`config.mk`:
```
export PLATFORM = sky130hd
export DESIGN_NAME = sap_controller_sequencer
export DESIGN_NICKNAME = d
export VERILOG_FILES = /design/src/rtl/sap_pkg.sv /design/src/rtl/sap_ring_counter.sv /design/src/rtl/sap_controller_sequencer.sv
export SDC_FILE = /design/constraint.sdc
export NUM_CORES = 1
export LEC_CHECK = 0
export ABC_CLOCK_PERIOD_IN_PS = 3200
export BUFFER_PORTS_ARGS = -buffer_cell sky130_fd_sc_hd__buf_4
export CORE_AREA = 2 2 39 41
export DETAILED_ROUTE_END_ITERATION = 8
export DIE_AREA = 0 0 41 43
export PLACE_DENSITY = 0.66
export SKIP_CTS_REPAIR_TIMING = 1
export SYNTH_ARGS = -nofsm -noshare
export SYNTH_HDL_FRONTEND = slang
export SYNTH_SLANG_ARGS = --single-unit
```
`constraint.sdc`:
```
create_clock -name clk -period 3.2 [get_ports clk]
set_input_delay 0.16 -clock clk [delete_from_list [all_inputs] [get_ports clk]]
set_output_delay 0.16 -clock clk [all_outputs]
set_load 0.005 [all_outputs]
```
`src/rtl/sap_pkg.sv`:
```
// Shared definitions for the SAP-1 controller: opcodes, sequencer states and the
// control-word layout used by both the sequencer and the datapath top.
package sap_pkg;

  localparam int OPCODE_W = 4;

  localparam logic [OPCODE_W-1:0] OP_LDA = 4'b0000;
  localparam logic [OPCODE_W-1:0] OP_ADD = 4'b0001;
  localparam logic [OPCODE_W-1:0] OP_SUB = 4'b0010;
  localparam logic [OPCODE_W-1:0] OP_OUT = 4'b1110;
  localparam logic [OPCODE_W-1:0] OP_HLT = 4'b1111;

  typedef enum logic [2:0] {
    S_RST  = 3'd0,
    S_T1   = 3'd1,
    S_T2   = 3'd2,
    S_T3   = 3'd3,
    S_T4   = 3'd4,
    S_T5   = 3'd5,
    S_T6   = 3'd6,
    S_HALT = 3'd7
  } state_e;

  // Field names keep the physical polarity of each bus line (n_* = active low).
  typedef struct packed {
    logic cp;
    logic ep;
    logic n_lm;
    logic n_ce;
    logic ir_clear;
    logic n_li;
    logic n_ei;
    logic n_la;
    logic ea;
    logic su;
    logic eu;
    logic n_lb;
    logic n_lo;
  } ctrl_word_t;

  localparam ctrl_word_t CW_IDLE = '{
    cp: 1'b0, ep: 1'b0, n_lm: 1'b1, n_ce: 1'b1, ir_clear: 1'b0, n_li: 1'b1,
    n_ei: 1'b1, n_la: 1'b1, ea: 1'b0, su: 1'b0, eu: 1'b0, n_lb: 1'b1, n_lo: 1'b1
  };

  localparam ctrl_word_t CW_RESET = '{
    cp: 1'b0, ep: 1'b0, n_lm: 1'b1, n_ce: 1'b1, ir_clear: 1'b1, n_li: 1'b1,
    n_ei: 1'b1, n_la: 1'b1, ea: 1'b0, su: 1'b0, eu: 1'b0, n_lb: 1'b1, n_lo: 1'b1
  };

  // Instructions that fetch an operand from memory during T4/T5.
  function automatic logic is_mem_op(input logic [OPCODE_W-1:0] op);
    return (op == OP_LDA) || (op == OP_ADD) || (op == OP_SUB);
  endfunction

endpackage

```
`src/rtl/sap_ring_counter.sv`:
```
// Six-state T-ring with run gating and a HALT trap that only reset releases.
module sap_ring_counter
  import sap_pkg::*;
(
  input  logic       clk,
  input  logic       rst_n,
  input  logic       run_i,
  input  logic       is_hlt_i,
  output state_e     state_o,
  output logic [5:0] t_state_o,
  output logic       halted_o
);

  state_e state_q;

  // The RST exit is unconditional so the machine always reaches T1 after reset.
  always_ff @(posedge clk or negedge rst_n) begin
    if (!rst_n) begin
      state_q <= S_RST;
    end else begin
      case (state_q)
        S_RST:  state_q <= S_T1;
        S_T1:   if (run_i) state_q <= S_T2;
        S_T2:   if (run_i) state_q <= S_T3;
        S_T3:   if (run_i) state_q <= S_T4;
        S_T4:   if (run_i) state_q <= is_hlt_i ? S_HALT : S_T5;
        S_T5:   if (run_i) state_q <= S_T6;
        S_T6:   if (run_i) state_q <= S_T1;
        default: state_q <= S_HALT;
      endcase
    end
  end

  always_comb begin
    t_state_o = 6'b000000;
    case (state_q)
      S_T1:    t_state_o = 6'b000001;
      S_T2:    t_state_o = 6'b000010;
      S_T3:    t_state_o = 6'b000100;
      S_T4:    t_state_o = 6'b001000;
      S_T5:    t_state_o = 6'b010000;
      S_T6:    t_state_o = 6'b100000;
      default: t_state_o = 6'b000000;
    endcase
  end

  assign state_o  = state_q;
  assign halted_o = (state_q == S_HALT);

endmodule

```
`src/rtl/sap_controller_sequencer.sv`:
```
// SAP-1 control unit: steps the T-ring and decodes state plus opcode into the
// bus control word.
module sap_controller_sequencer
  import sap_pkg::*;
(
  input  logic                clk,
  input  logic                rst_n,
  input  logic                run,
  input  logic [OPCODE_W-1:0] opcode,
  output logic [5:0]          t_state,
  output logic                halted,
  output logic                cp,
  output logic                ep,
  output logic                n_lm,
  output logic                n_ce,
  output logic                ir_clear,
  output logic                n_li,
  output logic                n_ei,
  output logic                n_la,
  output logic                ea,
  output logic                su,
  output logic                eu,
  output logic                n_lb,
  output logic                n_lo
);

  state_e     state;
  ctrl_word_t cw;

  sap_ring_counter u_ring (
    .clk       (clk),
    .rst_n     (rst_n),
    .run_i     (run),
    .is_hlt_i  (opcode == OP_HLT),
    .state_o   (state),
    .t_state_o (t_state),
    .halted_o  (halted)
  );

  // Opcode only matters from T4 on; the IR is not valid before then.
  always_comb begin
    cw = CW_IDLE;
    case (state)
      S_RST: cw = CW_RESET;
      S_T1: begin
        cw.ep   = 1'b1;
        cw.n_lm = 1'b0;
      end
      S_T2: cw.cp = 1'b1;
      S_T3: begin
        cw.n_ce = 1'b0;
        cw.n_li = 1'b0;
      end
      S_T4: begin
        if (is_mem_op(opcode)) begin
          cw.n_ei = 1'b0;
          cw.n_lm = 1'b0;
        end else if (opcode == OP_OUT) begin
          cw.ea   = 1'b1;
          cw.n_lo = 1'b0;
        end
      end
      S_T5: begin
        if (opcode == OP_LDA) begin
          cw.n_ce = 1'b0;
          cw.n_la = 1'b0;
        end else if (opcode == OP_ADD || opcode == OP_SUB) begin
          cw.n_ce = 1'b0;
          cw.n_lb = 1'b0;
        end
      end
      S_T6: begin
        if (opcode == OP_ADD || opcode == OP_SUB) begin
          cw.eu   = 1'b1;
          cw.su   = (opcode == OP_SUB);
          cw.n_la = 1'b0;
        end
      end
      default: cw = CW_IDLE;
    endcase
  end

  assign cp       = cw.cp;
  assign ep       = cw.ep;
  assign n_lm     = cw.n_lm;
  assign n_ce     = cw.n_ce;
  assign ir_clear = cw.ir_clear;
  assign n_li     = cw.n_li;
  assign n_ei     = cw.n_ei;
  assign n_la     = cw.n_la;
  assign ea       = cw.ea;
  assign su       = cw.su;
  assign eu       = cw.eu;
  assign n_lb     = cw.n_lb;
  assign n_lo     = cw.n_lo;

endmodule

```
==> results by group <==
Yosys
  • Cell Area, Synth: 375 µm²
  • Synth Instances: just over 50
  • Cell taking the most area after synthesis: dfrtp_1
  • Area contributors post-synth: dfrtp_1 20%, nor3b_1 10%, and3b_1 7.0%
  • Synth top area share: between 20% and 30%
  • Synth warn: 0
  • Distinct cells, synth: 28
  • Sequential area share after synthesis: 20.0%
  • Synth Net Count: slightly below 60
  • Avg Inst Size Synth: 7.36 µm²
  • FF+latch count, synth: 3

Route
  • Antenna Nets Post-Route: 0
  • Routed via count: about 440
  • Via density: 4.71
  • Max layer used: met3
  • M1 WL: 403 µm
  • Metal3 WL: 97 µm
  • Initial drt markers: 3
  • Residual DRC: 0
  • Met2 WL: 458 µm
  • 1st-pass router iterations: 2
  • DRT Wirelength: roughly 960 µm
  • Routed wire length per instance: 10.2 µm

Clock tree
  • Htree depth: 1
  • CTS buffer count: 3
  • Root Driver: clkbuf_4
  • Clk buf depth: 2
  • CTS tree: built
  • Clock latency on the worst-skew pair: 0.23 ns
  • # clock sinks: 3
  • Clock-pin slew on the worst setup and hold paths: 0.04 ns

Placement
  • PortBufs: 26
  • Final Wtd Congestion: 0.710
  • Pre-CTS setup slack: about 1.7 ns
  • Placed Instances: 89
  • Final HPWL DP: approximately 750 µm

Floorplanning
  • Starting Density: between 20% and 30%
  • Row count: 14
  • Total die area: 1760 µm²
  • Die height: 43 µm
  • Core area: around 1400 µm²
  • Die width: 41 µm
  • Num ports: 27

Critical path
  • CP max stage cell: dfrtp_1
  • Arr. time, crit path: 1.55 ns
  • Worst EP required: between 3 and 4 ns
  • Crit path capture type: output port
  • Crit path max fanout: 17
  • Crit path launch type: flip-flop
  • FF-to-FF setup slack: 1.94 ns
  • Crit-path cells: nor3b_4, and4_1, inv_1, buf_4
  • Worst Path Class, Setup: reg -> out
  • Slowest stage delay, CP: 0.61 ns

Global route
  • First-pass GRT wire length: 1390 µm
  • Initial antenna violation count: 0
  • Total global-route track usage: 11.5%
  • Total grt overflow: 0
  • Pin count of the biggest net entering global routing: 19
  • Number of global-route vias before repair: 357

Timing
  • Post-route setup slack: 1.49 ns
  • Hold_ws: around 0.16 ns
  • RSZ-0062 raised after global routing: false
  • Max-Slew Margin vs Limit: 68.7%
  • Skew final: 0.00251 ns
  • Worst-margin pin slew: roughly 0.47 ns
  • Fin. Hold Viols: 0
  • Setup TNS: 0 ns
  • Slew Limit Fails: 0
  • Final Setup Violations: 0
  • Fmax: between 0.5 and 0.6 GHz
  • Final period util: 53.5%
  • Min Clock Period, post-route: 1.71 ns

Final layout
  • Fill cell count: around 150
  • Share of post-route cells with drive strength above 1: a little under 40%
  • Finished Core Util: 43.7%
  • Area of the multi-input gates: 267 µm²
  • Inserted Diodes: 0
  • Reg area: 75.1 µm²
  • Fin nets: 86
  • Post-Layout Cell Count: between 90 and 100
  • Area Overhead vs Synth: 61.0%

Job
  • Max Cap Viol: 0

Power
  • Lkg Pwr: 0.282 nW
  • Power density cells: 717 nW/µm²
  • Worst VDD drop: 249 µV

Worst hold path
  • Hold crit path type: in -> reg

Status
  • Status: finished, final reports clean
synth_stat cells:
master and instances:
o31ai_1 1, nand2_1 6, clkbuf_2 1, nand3b_1 1
a221o_1 1, nor2b_1 2, o21ai_0 2, a21boi_1 1
and2_1 1, and3b_1 3, buf_4 1, a31oi_1 1
mux2_2 1, nor3b_1 5, o21ai_1 1, nor3b_4 1
nand3_1 1, and4_1 1, inv_1 3, nor3_1 2
and3_1 1, dfrtp_1 3, a211oi_1 1, a21oi_1 2
nand2b_1 2, buf_2 2, nor2_1 3, nor4_1 1
metrics by stage:
step | total power, W | instance area (µm²)
6_report | 0.000433 | 604
2_1_floorplan | 0.000265 | 375
3_3_place_gp | 0.000367 | 568
4_1_cts | 0.000441 | 594
5_1_grt | 0.000482 | 604
3_5_place_dp | 0.000373 | 568
cell families (layout without fill, tap and decap cells):
| family | count (synthesis) | count (layout) | share of synthesized area (%) |
|---|---|---|---|
| compound gates | 10 | 10 | 17.0 |
| buf+inv | 7 | 34 | 9.00 |
| flops | 3 | 3 | 20.0 |
| mux | 1 | 1 | 3.00 |
| simple gates | 30 | 30 | 51.0 |
final timing paths:
| check | start | end | cells past startpoint |
|---|---|---|---|
| setup / recovery | flip-flop | n_lo | 4 |
| hold / removal | run | u_ring.state_o[0]$_DFFE_PN0P_ | 2 |
| setup reg to reg | u_ring.state_o[1]$_DFFE_PN0P_ | u_ring.state_o[1]$_DFFE_PN0P_ | 3 |
| hold reg to reg | u_ring.state_o[0]$_DFFE_PN0P_ | u_ring.state_o[0]$_DFFE_PN0P_ | 1 |
| max in group asynchronous | rst_n | async pin | 2 |
| min in group asynchronous | rst_n | u_ring.state_o[1]$_DFFE_PN0P_ | 2 |
power breakdown:
group	internal, W	switching (W)
sequential	0.0000560	0.0000741
combinational	0.000154	0.0000847
clock	0.0000466	0.0000180
total	0.000257	0.000177
metal layers:
metal  global-route usage, %  vias to the layer above
met2                    19.1                       20
li1                        -                      236
met3                    1.57                        0
met4                    8.00                        0
met1                    12.3                      187
met5                       0                        -
area by class of cell:
cell class	count	share of cell area [%]
inverter	3	1.86
clock buffer	4	4.35
multi-input combinational	41	44.1
sequential	3	12.4
tap	16	3.31
timing repair buffer	27	34.0
cells in the final DEF, fill, tap and decap left out, types with 2 or more instances in the layout:
| cell type | n |
|---|---|
| o21ai_0 | 2 |
| nor3_1 | 2 |
| dfrtp_1 | 3 |
| inv_1 | 3 |
| nand2_1 | 6 |
| nand2b_1 | 2 |
| nor2_1 | 3 |
| a21oi_1 | 2 |
| nor3b_1 | 5 |
| and3b_1 | 3 |
| nor2b_1 | 2 |
| clkbuf_4 | 3 |
| buf_4 | 26 |
critical path: cells and delay by family (launching register included):
| kind | cells | cell delay, ns |
|---|---|---|
| buffers and inverters | 2 | 0.16 |
| AND/OR/NAND/NOR | 2 | 0.56 |
| flip-flops | 1 | 0.61 |
No activity file was read; power rests on OpenSTA's default activity.
